**config.mk**
```make
export PLATFORM = sky130hd
export DESIGN_NAME = oam_dma_ctrl_flat
export DESIGN_NICKNAME = d
export VERILOG_FILES = /design/src/rtl/oam_dma_ctrl_if.sv /design/src/rtl/oam_dma_ctrl.sv /design/src/flat_wrapper.sv
export SDC_FILE = /design/constraint.sdc
export NUM_CORES = 1
export LEC_CHECK = 0
export BUFFER_PORTS_ARGS = -buffer_cell sky130_fd_sc_hd__buf_2
export CORE_ASPECT_RATIO = 1.4
export CORE_UTILIZATION = 42
export CTS_CLUSTER_DIAMETER = 60
export DETAILED_ROUTE_END_ITERATION = 7
export PLACE_DENSITY = 0.76
export SYNTH_ARGS = -nofsm -noshare
export SYNTH_HDL_FRONTEND = slang
export SYNTH_SLANG_ARGS = --single-unit
export TNS_END_PERCENT = 30
```
**constraint.sdc**
```tcl
create_clock -name clk -period 1.5 [get_ports clk]
set_clock_uncertainty 0.05 [all_clocks]
set_input_delay 0.15 -clock clk [delete_from_list [all_inputs] [get_ports clk]]
set_output_delay 0.15 -clock clk [all_outputs]
set_load 0.01 [all_outputs]
```
**src/rtl/oam_dma_ctrl_if.sv**
```systemverilog
// rtl/oam_dma_ctrl_if.sv - CPU-side and memory-side bus bundle for the sprite DMA sequencer
interface oam_dma_ctrl_if #(
  parameter int ADDR_WIDTH = 16,
  parameter int REG_WIDTH  = 8
) ();
  logic [ADDR_WIDTH-1:0] cpu_addr;
  logic [REG_WIDTH-1:0]  cpu_wdata;
  logic                  cpu_we;
  logic                  cpu_rdy;
  logic [ADDR_WIDTH-1:0] mem_addr;
  logic [REG_WIDTH-1:0]  mem_wdata;
  logic                  mem_we;
  logic [REG_WIDTH-1:0]  mem_rdata;
  logic                  dma_active;

  modport master (
    output cpu_addr, cpu_wdata, cpu_we, mem_rdata,
    input  cpu_rdy, mem_addr, mem_wdata, mem_we, dma_active
  );

  modport slave (
    input  cpu_addr, cpu_wdata, cpu_we, mem_rdata,
    output cpu_rdy, mem_addr, mem_wdata, mem_we, dma_active
  );
endinterface

```
**src/rtl/oam_dma_ctrl.sv**
```systemverilog
// rtl/oam_dma_ctrl.sv - sprite DMA sequencer and memory-bus owner between the CPU and the shared bus
module oam_dma_ctrl #(
  parameter int                    REG_WIDTH     = 8,
  parameter int                    ADDR_WIDTH    = 16,
  parameter logic [ADDR_WIDTH-1:0] DMA_REG_ADDR  = 16'h4014,
  parameter logic [ADDR_WIDTH-1:0] OAM_DATA_ADDR = 16'h2004,
  parameter int                    DMA_LEN       = 256
) (
  input  logic          clk,
  input  logic          reset_n,
  oam_dma_ctrl_if.slave bus
);
  localparam int IDX_W = ADDR_WIDTH - REG_WIDTH;
  localparam logic [IDX_W-1:0] LAST_IDX = IDX_W'(DMA_LEN - 1);

  typedef enum logic [2:0] {IDLE, HALT, ALIGN, READ, WRITE} state_t;

  state_t               state_q, state_d;
  logic [REG_WIDTH-1:0] page_q, page_d;
  logic [IDX_W-1:0]     idx_q, idx_d;
  logic                 parity_q, parity_d;
  logic                 cpu_rdy_q, cpu_rdy_d;
  logic                 dma_active_q, dma_active_d;

  always_comb begin
    state_d  = state_q;
    page_d   = page_q;
    idx_d    = idx_q;
    parity_d = ~parity_q;
    case (state_q)
      IDLE: begin
        if (bus.cpu_we && (bus.cpu_addr == DMA_REG_ADDR)) begin
          page_d  = bus.cpu_wdata;
          idx_d   = '0;
          state_d = HALT;
        end
      end
      HALT:  state_d = parity_q ? ALIGN : READ;
      ALIGN: state_d = READ;
      READ:  state_d = WRITE;
      WRITE: begin
        // idx wraps within the page; the page register is never incremented
        if (idx_q == LAST_IDX) begin
          idx_d   = '0;
          state_d = IDLE;
        end else begin
          idx_d   = idx_q + 1'b1;
          state_d = READ;
        end
      end
      default: state_d = IDLE;
    endcase
    if (!reset_n) begin
      state_d  = IDLE;
      page_d   = '0;
      idx_d    = '0;
      parity_d = 1'b0;
    end
    cpu_rdy_d    = (state_d == IDLE);
    dma_active_d = (state_d != IDLE);
  end

  always_ff @(posedge clk) begin
    state_q      <= state_d;
    page_q       <= page_d;
    idx_q        <= idx_d;
    parity_q     <= parity_d;
    cpu_rdy_q    <= cpu_rdy_d;
    dma_active_q <= dma_active_d;
  end

  // The bus mux has to stay combinational so IDLE is a zero-latency pass-through
  always_comb begin
    bus.mem_addr  = bus.cpu_addr;
    bus.mem_wdata = bus.cpu_wdata;
    bus.mem_we    = 1'b0;
    case (state_q)
      IDLE:  bus.mem_we = bus.cpu_we;
      READ:  bus.mem_addr = {page_q, idx_q};
      WRITE: begin
        bus.mem_addr  = OAM_DATA_ADDR;
        bus.mem_wdata = bus.mem_rdata;
        bus.mem_we    = 1'b1;
      end
      default: bus.mem_we = 1'b0;
    endcase
  end

  assign bus.cpu_rdy    = cpu_rdy_q;
  assign bus.dma_active = dma_active_q;
endmodule

```
**src/flat_wrapper.sv**
```systemverilog
// flat-port wrapper written by rule: the top's interface ports become plain ports
module oam_dma_ctrl_flat 
#(
  parameter int                    REG_WIDTH     = 8,
  parameter int                    ADDR_WIDTH    = 16,
  parameter logic [ADDR_WIDTH-1:0] DMA_REG_ADDR  = 16'h4014,
  parameter logic [ADDR_WIDTH-1:0] OAM_DATA_ADDR = 16'h2004,
  parameter int                    DMA_LEN       = 256
)
  (clk, reset_n, bus_cpu_addr, bus_cpu_wdata, bus_cpu_we, bus_mem_rdata, bus_cpu_rdy, bus_mem_addr, bus_mem_wdata, bus_mem_we, bus_dma_active);
  oam_dma_ctrl_if #(.ADDR_WIDTH(ADDR_WIDTH), .REG_WIDTH(REG_WIDTH)) bus_i ();
  input  logic clk;
  input  logic reset_n;
  input wire logic [$bits(bus_i.cpu_addr)-1:0] bus_cpu_addr;
  input wire logic [$bits(bus_i.cpu_wdata)-1:0] bus_cpu_wdata;
  input wire logic [$bits(bus_i.cpu_we)-1:0] bus_cpu_we;
  input wire logic [$bits(bus_i.mem_rdata)-1:0] bus_mem_rdata;
  output wire logic [$bits(bus_i.cpu_rdy)-1:0] bus_cpu_rdy;
  output wire logic [$bits(bus_i.mem_addr)-1:0] bus_mem_addr;
  output wire logic [$bits(bus_i.mem_wdata)-1:0] bus_mem_wdata;
  output wire logic [$bits(bus_i.mem_we)-1:0] bus_mem_we;
  output wire logic [$bits(bus_i.dma_active)-1:0] bus_dma_active;
  assign bus_i.cpu_addr = bus_cpu_addr;
  assign bus_i.cpu_wdata = bus_cpu_wdata;
  assign bus_i.cpu_we = bus_cpu_we;
  assign bus_i.mem_rdata = bus_mem_rdata;
  assign bus_cpu_rdy = bus_i.cpu_rdy;
  assign bus_mem_addr = bus_i.mem_addr;
  assign bus_mem_wdata = bus_i.mem_wdata;
  assign bus_mem_we = bus_i.mem_we;
  assign bus_dma_active = bus_i.dma_active;
  oam_dma_ctrl #(.REG_WIDTH(REG_WIDTH), .ADDR_WIDTH(ADDR_WIDTH), .DMA_REG_ADDR(DMA_REG_ADDR), .OAM_DATA_ADDR(OAM_DATA_ADDR), .DMA_LEN(DMA_LEN)) u_core (.clk(clk), .reset_n(reset_n), .bus(bus_i));
endmodule
```
After elaboration in Yosys (flattened, before gate mapping)
Cells that the tools add are included.

word-level totals
  bits in registers = 22
  bits in latches = 0
  RAM bits = 0
  ROM bits = 0
  input bits = 35
  output and inout bits = 27
  logic and storage cells = 33
  memories kept = 0

operators by class
  add/sub/neg operators = 1
  $mul = 0
  divide/modulo/power cells = 0
  $lt $le $gt $ge = 0
  eq/ne operators = 7
  shift-type cells = 0
  mux-type cells = 11
  bitwise operators = 1
  reductions and logical operators = 7

operators by type and width
  cell                                                   count
  one-hot mux 16 bit (2 select lines)                    1
  2-to-1 mux 8 bit                                       3
  equality test 16 x 15 -> 1 bit, second input constant  1
  one-hot mux 8 bit (2 select lines)                     1
  one-hot mux 3 bit (5 select lines)                     1
  adder 8 x 1 -> 8 bit, second input constant            1
  equality test 8 bit, second input constant             1
  equality test 3 x 2 -> 1 bit, second input constant    2
  logical NOT 3 bit                                      2
  2-to-1 mux 3 bit                                       2
  AND reduction 2 bit                                    2
  equality test 3 x 1 -> 1 bit, second input constant    1
  equality test 3 bit, second input constant             1
  nonzero test 3 bit                                     1
  2-to-1 mux 2 bit                                       1
  != test 2 x 1 -> 1 bit, second input constant          1
  one-hot mux 1 bit (2 select lines)                     1
  nonzero test 2 bit                                     1
  logical AND 1 bit                                      1
  2-to-1 mux 1 bit                                       1
  NOT 1 bit                                              1

Longest topological paths before layout
Gate-level depths: netlist (run 1).

  depth after elaboration = 6
  mapped depth = 6
  mapped depth without buffers = 5

Worst setup path before layout (run 1)
No wires, ideal clock.

  path type = register to output
  start = register u_core.state_q[0]
  end = output bus_mem_addr[11]
  arrival = 1.359 ns
  required time = 1.300 ns
  path slack = -0.059 ns
  cell stages (with the launch flop) = 7
  buffers on the path = 2
  cell sequence = dfxtp_1 -> nor2_1 -> and2_0 -> clkbuf_1 -> nor2_1 -> buf_2 -> a22o_1

between the ends
  longest elaborated chain between the ends = 2
  elaborated cells on any way between the ends = 3
  classes of those cells = eq/ne: 2; mux: 1

RTL lines
  element                                                              line                RTL
  start, declared                                                      oam_dma_ctrl.sv:18  state_t state_q, state_d;
  start signal, assigned                                               oam_dma_ctrl.sv:64  state_q <= state_d;
  equality test 3 bit or equality test 3 x 2 -> 1 bit (tied branches)  oam_dma_ctrl.sv:77  case (state_q)
  one-hot mux 16 bit (2 select lines) (*)                              oam_dma_ctrl.sv:77
  end, declared                                                        flat_wrapper.sv:19  output wire logic [$bits(bus_i.mem_addr)-1:0] bus_mem_addr;

Every way passes the cells marked *; elsewhere a longest branch is shown, timed or not.

Final worst setup path (run 1)
  start = register u_core.state_q[1]
  end = output bus_mem_addr[4]

The elaborated chain is that of the path after synthesis.

==> metrics.txt, run 1 <==
status finished, violations left; violated checks negative setup slack; final worst path period need 1700 ps; Worst EP required 1300 ps; Reg power frac a little over two fifths; worst-path maximum fanout 4; met1 global-route usage around 28%; WS Path Type flop to primary output; antenna viol nets, final 0; Area Overhead vs Synth 53.2%; Worst Reg-to-Reg Cells 4; Die Y 68.5 um; Final Hold Fails 0; number of remaining DRC errors 0; Clock Power Share 42.0%; post-DR wirelength/cell 14.4 um; Least-Margin Pin Slew 419 ps; global-route wire length before repair 6690 um; gr busiest metal met2; clock latency on the worst-skew pair 270 ps; clk slew on worst S/H paths 80 ps; worst hold path class input pin to flop; Worst path slowest cell dfxtp_2; origin of the worst min-delay path bus_cpu_wdata[3]; hpwl dp roughly 3000 um; met3 Use GR under 10%; top cells by count, synth 46 x nand2_1, 22 x dfxtp_1, 14 x a22o_1; nets@finish 290; CTS tree yes; CP startpoint kind flop; n_diodes 0; setup ws final -202 ps; Placed Area 1850 um^2; Peak VDD IR 0.526 mV; I/O Pins just over 60; post-synth cell types 36; syn avg cell area ~7.8 um^2; fraction of layout cells with a size suffix above 1 45.1%; DIE AREA 3390 um^2; met2 usage 49.3%; pre-CTS WS -51.5 ps; crit end category primary output; number of synthesized flops with an enable pin 0; Synth Cell Area 1330 um^2; final std cells w/o fill 290; reg2reg end u_core.idx_q[6]; Synth top area share 33.2%; Routed WL 4170 um; Final GP Congestion 0.921; Critical R2R Launch u_core.state_q[1]; initial antenna violation count 0; Final Cycle Share 113%; Sw Share ~23%; Initial DRC Count 44; post-synthesis sequential area ratio 33.2%; Hold Crit Depth 3; Max Transition Viols Final 0; Synth Warn # 0; max incr delay on CP 380 ps; post-synthesis cell count 170; initial core utilization 45.2%; R2R setup slack -180 ps; RSZ-0062 raised after global routing yes; cell with the most instances after synthesis nand2_1; Syn Nets 206; Pleak between 0.0009 and 0.001 uW; Main synth FF type dfxtp_1; number of global-route vias before repair 1536; FF+latch count, synth 22; Post-Route Utilization between 60% and 70%; routed vias 1610; Root Driver clkbuf_8; maximum clock frequency 588 MHz; Sink Count 22; Pwr Density 659 nW/um^2; setup violators final 34; Max-cap violations 0; Area contributors post-synth dfxtp_1 33%, nand2_1 13%, a22o_1 9.2%; Synth area leader dfxtp_1; number of detailed-route iterations in the first pass 4; CP cell instances buf_4, nand2_2, nor2_4, nor2_4, buf_4, a22o_1, buf_2; post-route cell area approximately 2000 um^2; Async SR Flop Fraction 0%; core area 2940 um^2; Std-Cell Rows 23; number of placed instances, taps included 283; P_sw slightly above 300 uW; grt total ovfl 0; htree depth 1; Hold EP u_core.page_q[3]; GRT Util Overall 26.0%; Slew Limit Headroom 71.7%; Cell Int Power 1040 uW; largest net degree at the start of global routing 16; combinational share of power 14.1%; Critical Path AT roughly 1500 ps; clock tree buffer depth 2; via/cell ratio 5.55; Chip Width 49.5 um; Port Buffer Count 61; Fin Setup TNS -4770 ps; cts bufs inserted 3
power groups by stage:
stage,logic (uW),registers [uW],clock network [uW]
2_1_floorplan,78.1,603,0
3_3_place_gp,183,602,0
3_5_place_dp,183,602,0
4_1_cts,187,589,568
5_1_grt,207,588,595
6_report,189,587,563
per-layer routing:
| metal | vias up | wire length (um) |
|---|---|---|
| li1 | 786 | - |
| met1 | 741 | 1620 |
| met2 | 72 | 2200 |
| met3 | 11 | 232 |
| met4 | 0 | 121 |
| met5 | - | 0 |
worst max-delay path by stage:
stage                 startpoint          endpoint  slack, ps  cells past startpoint
2_1_floorplan  u_core.state_q[2]  u_core.page_q[0]        -40                      6
3_3_place_gp   u_core.state_q[2]   u_core.idx_q[6]         10                      3
3_5_place_dp   u_core.state_q[2]  u_core.page_q[2]        -50                      6
4_1_cts        u_core.state_q[0]   bus_mem_addr[5]       -180                      6
5_1_grt        u_core.state_q[1]   bus_mem_addr[1]       -280                      7
6_report       u_core.state_q[1]   bus_mem_addr[4]       -200                      7
kinds of logic after synthesis:
logic type / count (synthesis) / synth area share (%)
AND/OR/NAND/NOR: 84 / 29.7
AO/OA/AOI/OAI: 39 / 23.2
flip-flops: 22 / 33.2
buffers and inverters: 14 / 5.56
multiplexers: 9 / 6.79
XOR/XNOR: 1 / 0.660
adder cells (fa/ha/maj): 1 / 0.942
timing repair:
item | in CTS | in global routing
endpoints found under the hold margin | 0 | 0
pin swaps | 7 | 2
hold buffers | 0 | 0
gates resized for setup | 17 | 9
endpoints found under the setup margin | 40 | 39
setup buffers | 3 | 0
cells in the final DEF (no fill, tap or decap), drive strengths merged, types with 3 or more instances in the layout:
cell type  instances
a22o              14
a31oi              4
buf               92
clkbuf             3
dfxtp             22
mux2i              9
nand2             46
nand3              9
nand3b             3
nor2              12
nor4               4
o211ai             5
o21ai              4
worst max-delay path, delay by kind of cell, from the launching register on:
family          cells  cell delay [ps]
simple gates        3              260
compound gates      1              170
flops               1              380
buf+inv             3              420
state kept, by name, summed over array words and instances, names as in the netlist:
signal	cells
u_core.parity_q	1
u_core.bus.cpu_rdy	1
u_core.state_q	3
u_core.idx_q	8
u_core.page_q	8
u_core.bus.dma_active	1
layout make-up:
type | instances | area, um^2
Multi-Input combinational cell | 134 | 878
Tap cell | 37 | 46.3
Fill cell | 243 | 902
Clock buffer | 3 | 41.3
Timing Repair Buffer | 92 | 586
Sequential cell | 22 | 448
Inverter | 1 | 3.75
Clock inverter | 1 | 30.0
stage by stage:
stage                     total power [uW]  hold WS (ps)
after global routing                  1390          78.4
after global placement                 785           347
final                                 1340          77.6
after CTS                             1340          79.9
after detailed placement               786           353
after floorplan                        681           242
Note: power is estimated with default switching activity, not from simulation.
==> run 2, diff against run 1 <==
Settings changed: CORE_UTILIZATION 42 to 40, PLACE_DENSITY 0.76 to 0.73.
==> run 2 against run 1 <==
- the run still ends with negative setup slack left
- sequential power about the same
- critical path depth decreased by 2
- non-clock buffer count unchanged
- worst hold slack improved by 4.7 ps
- count of clock-buffer cells in the layout increased by 1
- sequential cell count unchanged
- critical path type unchanged
- critical endpoint is now bus_mem_addr[2]
- highest routed layer unchanged
==> metrics.txt, run 2 (synthesis gave the netlist of run 1 again) <==
pre-CTS WS -137 ps (was -51.5 ps); status finished, violations left (unchanged); crit end category primary output (unchanged); DIE AREA 3560 um^2 (was 3390 um^2); Worst path slowest cell or3b_4 (was dfxtp_2); final worst path period need 1700 ps (about the same); number of remaining DRC errors 0 (unchanged); routed vias 1591 (was 1610); CP startpoint kind flop (unchanged); Std-Cell Rows 24 (was 23); clock tree buffer depth 2 (unchanged); Final GP Congestion 0.846 (was 0.921); Initial DRC Count 37 (was 44); global-route wire length before repair 6750 um (was 6690 um); Hold Crit Depth 3 (unchanged); n_diodes 0 (unchanged); post-DR wirelength/cell 14.0 um (was 14.4 um); setup violators final 33 (was 34); RSZ-0062 raised after global routing yes (unchanged); CP top delay family simple AND/OR/NAND/NOR gates (was buffers and inverters); commonest non-fill, non-tap cell in the layout buf_2 (unchanged); origin of the worst min-delay path bus_cpu_wdata[0] (was bus_cpu_wdata[3]); final std cells w/o fill 292 (was 290); Die Y 70.2 um (was 68.5 um); clk slew on worst S/H paths 80 ps (about the same); WS Path Type flop to primary output (unchanged); antenna viol nets, final 0 (unchanged); crit path buf inv count 2 (was 3); initial core utilization 42.1% (was 45.2%); grt total ovfl 0 (unchanged); R2R setup slack -190 ps (was -180 ps); Final Cycle Share 114% (was 113%); Pwr Density 611 nW/um^2 (was 659 nW/um^2); htree depth 1 (unchanged); Hold EP u_core.page_q[0] (was u_core.page_q[3]); max incr delay on CP 410 ps (was 380 ps); CP cell instances or3b_4, buf_6, nand2_4, o22a_1, buf_2 (was buf_4, nand2_2, nor2_4, nor2_4, buf_4, a22o_1, buf_2); number of detailed-route iterations in the first pass 4 (unchanged); fraction of layout cells with a size suffix above 1 42.7% (was 45.1%); Max Transition Viols Final 0 (unchanged); Routed WL 4090 um (was 4170 um); Root Driver clkbuf_8 (unchanged); most frequent cells in the layout 61 x buf_2, 45 x nand2_1, 27 x buf_4 (was 61 x buf_2, 44 x nand2_1, 23 x buf_4); Critical Path AT 1500 ps (about the same); Worst EP required 1300 ps (about the same); worst-path maximum fanout 7 (was 4); hpwl dp 3070 um (was 3030 um); violated checks negative setup slack (unchanged); Worst Reg-to-Reg Cells 4 (unchanged); Cell Int Power 912 uW (was 1040 uW); Slew Limit Headroom 80.8% (was 71.7%); CTS tree yes (unchanged); Peak VDD IR 0.514 mV (was 0.526 mV); via/cell ratio 5.45 (was 5.55); combinational share of power 15.2% (was 14.1%); Post-Route Utilization 62.5% (was 69.3%); core area 3150 um^2 (was 2940 um^2); Critical R2R Launch u_core.state_q[2] (was u_core.state_q[1]); Sink Count 22 (unchanged); biggest regs u_core.idx_q (8), u_core.page_q (8), u_core.state_q (3) (unchanged); cts hold-fix bufs 0 (unchanged); Port Buffer Count 61 (unchanged); I/O Pins 62 (unchanged); largest net degree at the start of global routing 20 (was 16); number of global-route vias before repair 1556 (was 1536); cts bufs inserted 3 (unchanged); Final Hold Fails 0 (unchanged); GRT Util Overall 24.9% (was 26.0%); Least-Margin Pin Slew 284 ps (was 419 ps); number of placed instances, taps included 282 (was 283); clock latency on the worst-skew pair 270 ps (about the same); Max-cap violations 0 (unchanged); Clock Power Share 36.1% (was 42.0%); worst hold path class input pin to flop (unchanged); maximum clock frequency 587 MHz (was 588 MHz); reg2reg end u_core.idx_q[6] (unchanged); initial antenna violation count 0 (unchanged); P_sw 294 uW (was 303 uW); Chip Width 50.7 um (was 49.5 um); nets@finish 290 (unchanged); Pleak 0.000921 uW (was 0.000948 uW); Sw Share 24.4% (was 22.6%); Area Overhead vs Synth 48.5% (was 53.2%); Reg power frac 48.7% (was 43.8%); setup ws final -203 ps (was -202 ps); Fin Setup TNS -4020 ps (was -4770 ps)
==> run 2: per-stage QoR <==
| stage | area, um^2 | hold slack [ps] | total power (uW) |
|---|---|---|---|
| after CTS | 1930 | 84.9 | 1200 |
| after detailed placement | 1810 | 351 | 785 |
| after global routing | 1970 | 95.7 | 1250 |
| after global placement | 1810 | 347 | 784 |
| after floorplan | 1330 | 242 | 681 |
| final | 1970 | 82.3 | 1210 |
==> run 2: layout make-up <==
type	instances	area, um^2
multi-input combinational	134	856
inverter	1	3.75
fill	265	1180
timing repair buffer	92	562
tap	39	48.8
clock buffer	4	55.1
sequential	22	447
==> run 2: what timing repair did <==
item                       CTS  global route
gates resized for setup      8             8
setup buffers                6             0
setup endpoints to repair   27            43
pin swaps                    5             1
==> run 2: power by group through the flow <==
| stage | clock, uW | combinational, uW | sequential (uW) |
|---|---|---|---|
| 3_5_place_dp | 0 | 183 | 602 |
| 4_1_cts | 432 | 184 | 588 |
| 6_report | 435 | 184 | 587 |
| 3_3_place_gp | 0 | 182 | 602 |
| 5_1_grt | 464 | 201 | 588 |
| 2_1_floorplan | 0 | 78.1 | 603 |
==> run 2: how the worst max path moves through the flow <==
| stage | from | to | slack, ps | cells past startpoint |
|---|---|---|---|---|
| after CTS | u_core.state_q[2] | bus_mem_addr[2] | -190 | 5 |
| after floorplan | u_core.state_q[2] | u_core.page_q[0] | -40 | 6 |
| after global routing | u_core.state_q[2] | bus_mem_addr[13] | -230 | 5 |
| final | u_core.state_q[2] | bus_mem_addr[2] | -200 | 5 |
| after global placement | u_core.state_q[2] | u_core.idx_q[4] | -90 | 4 |
| after detailed placement | u_core.state_q[0] | bus_mem_addr[5] | -140 | 5 |
==> run 2: routing by layer <==
layer	global-route usage, %	vias to the layer above	routed length [um]
met2	44.9	68	2130
met5	0	-	0
met3	3.05	13	203
li1	-	787	-
met4	13.0	0	110
met1	27.3	723	1650
==> run 2: worst reg2reg max path: stages (launching register included) <==
cell     delay (ps)
dfxtp_4         370
or3b_4          410
buf_4           150
or4_1           500
a31oi_1         130
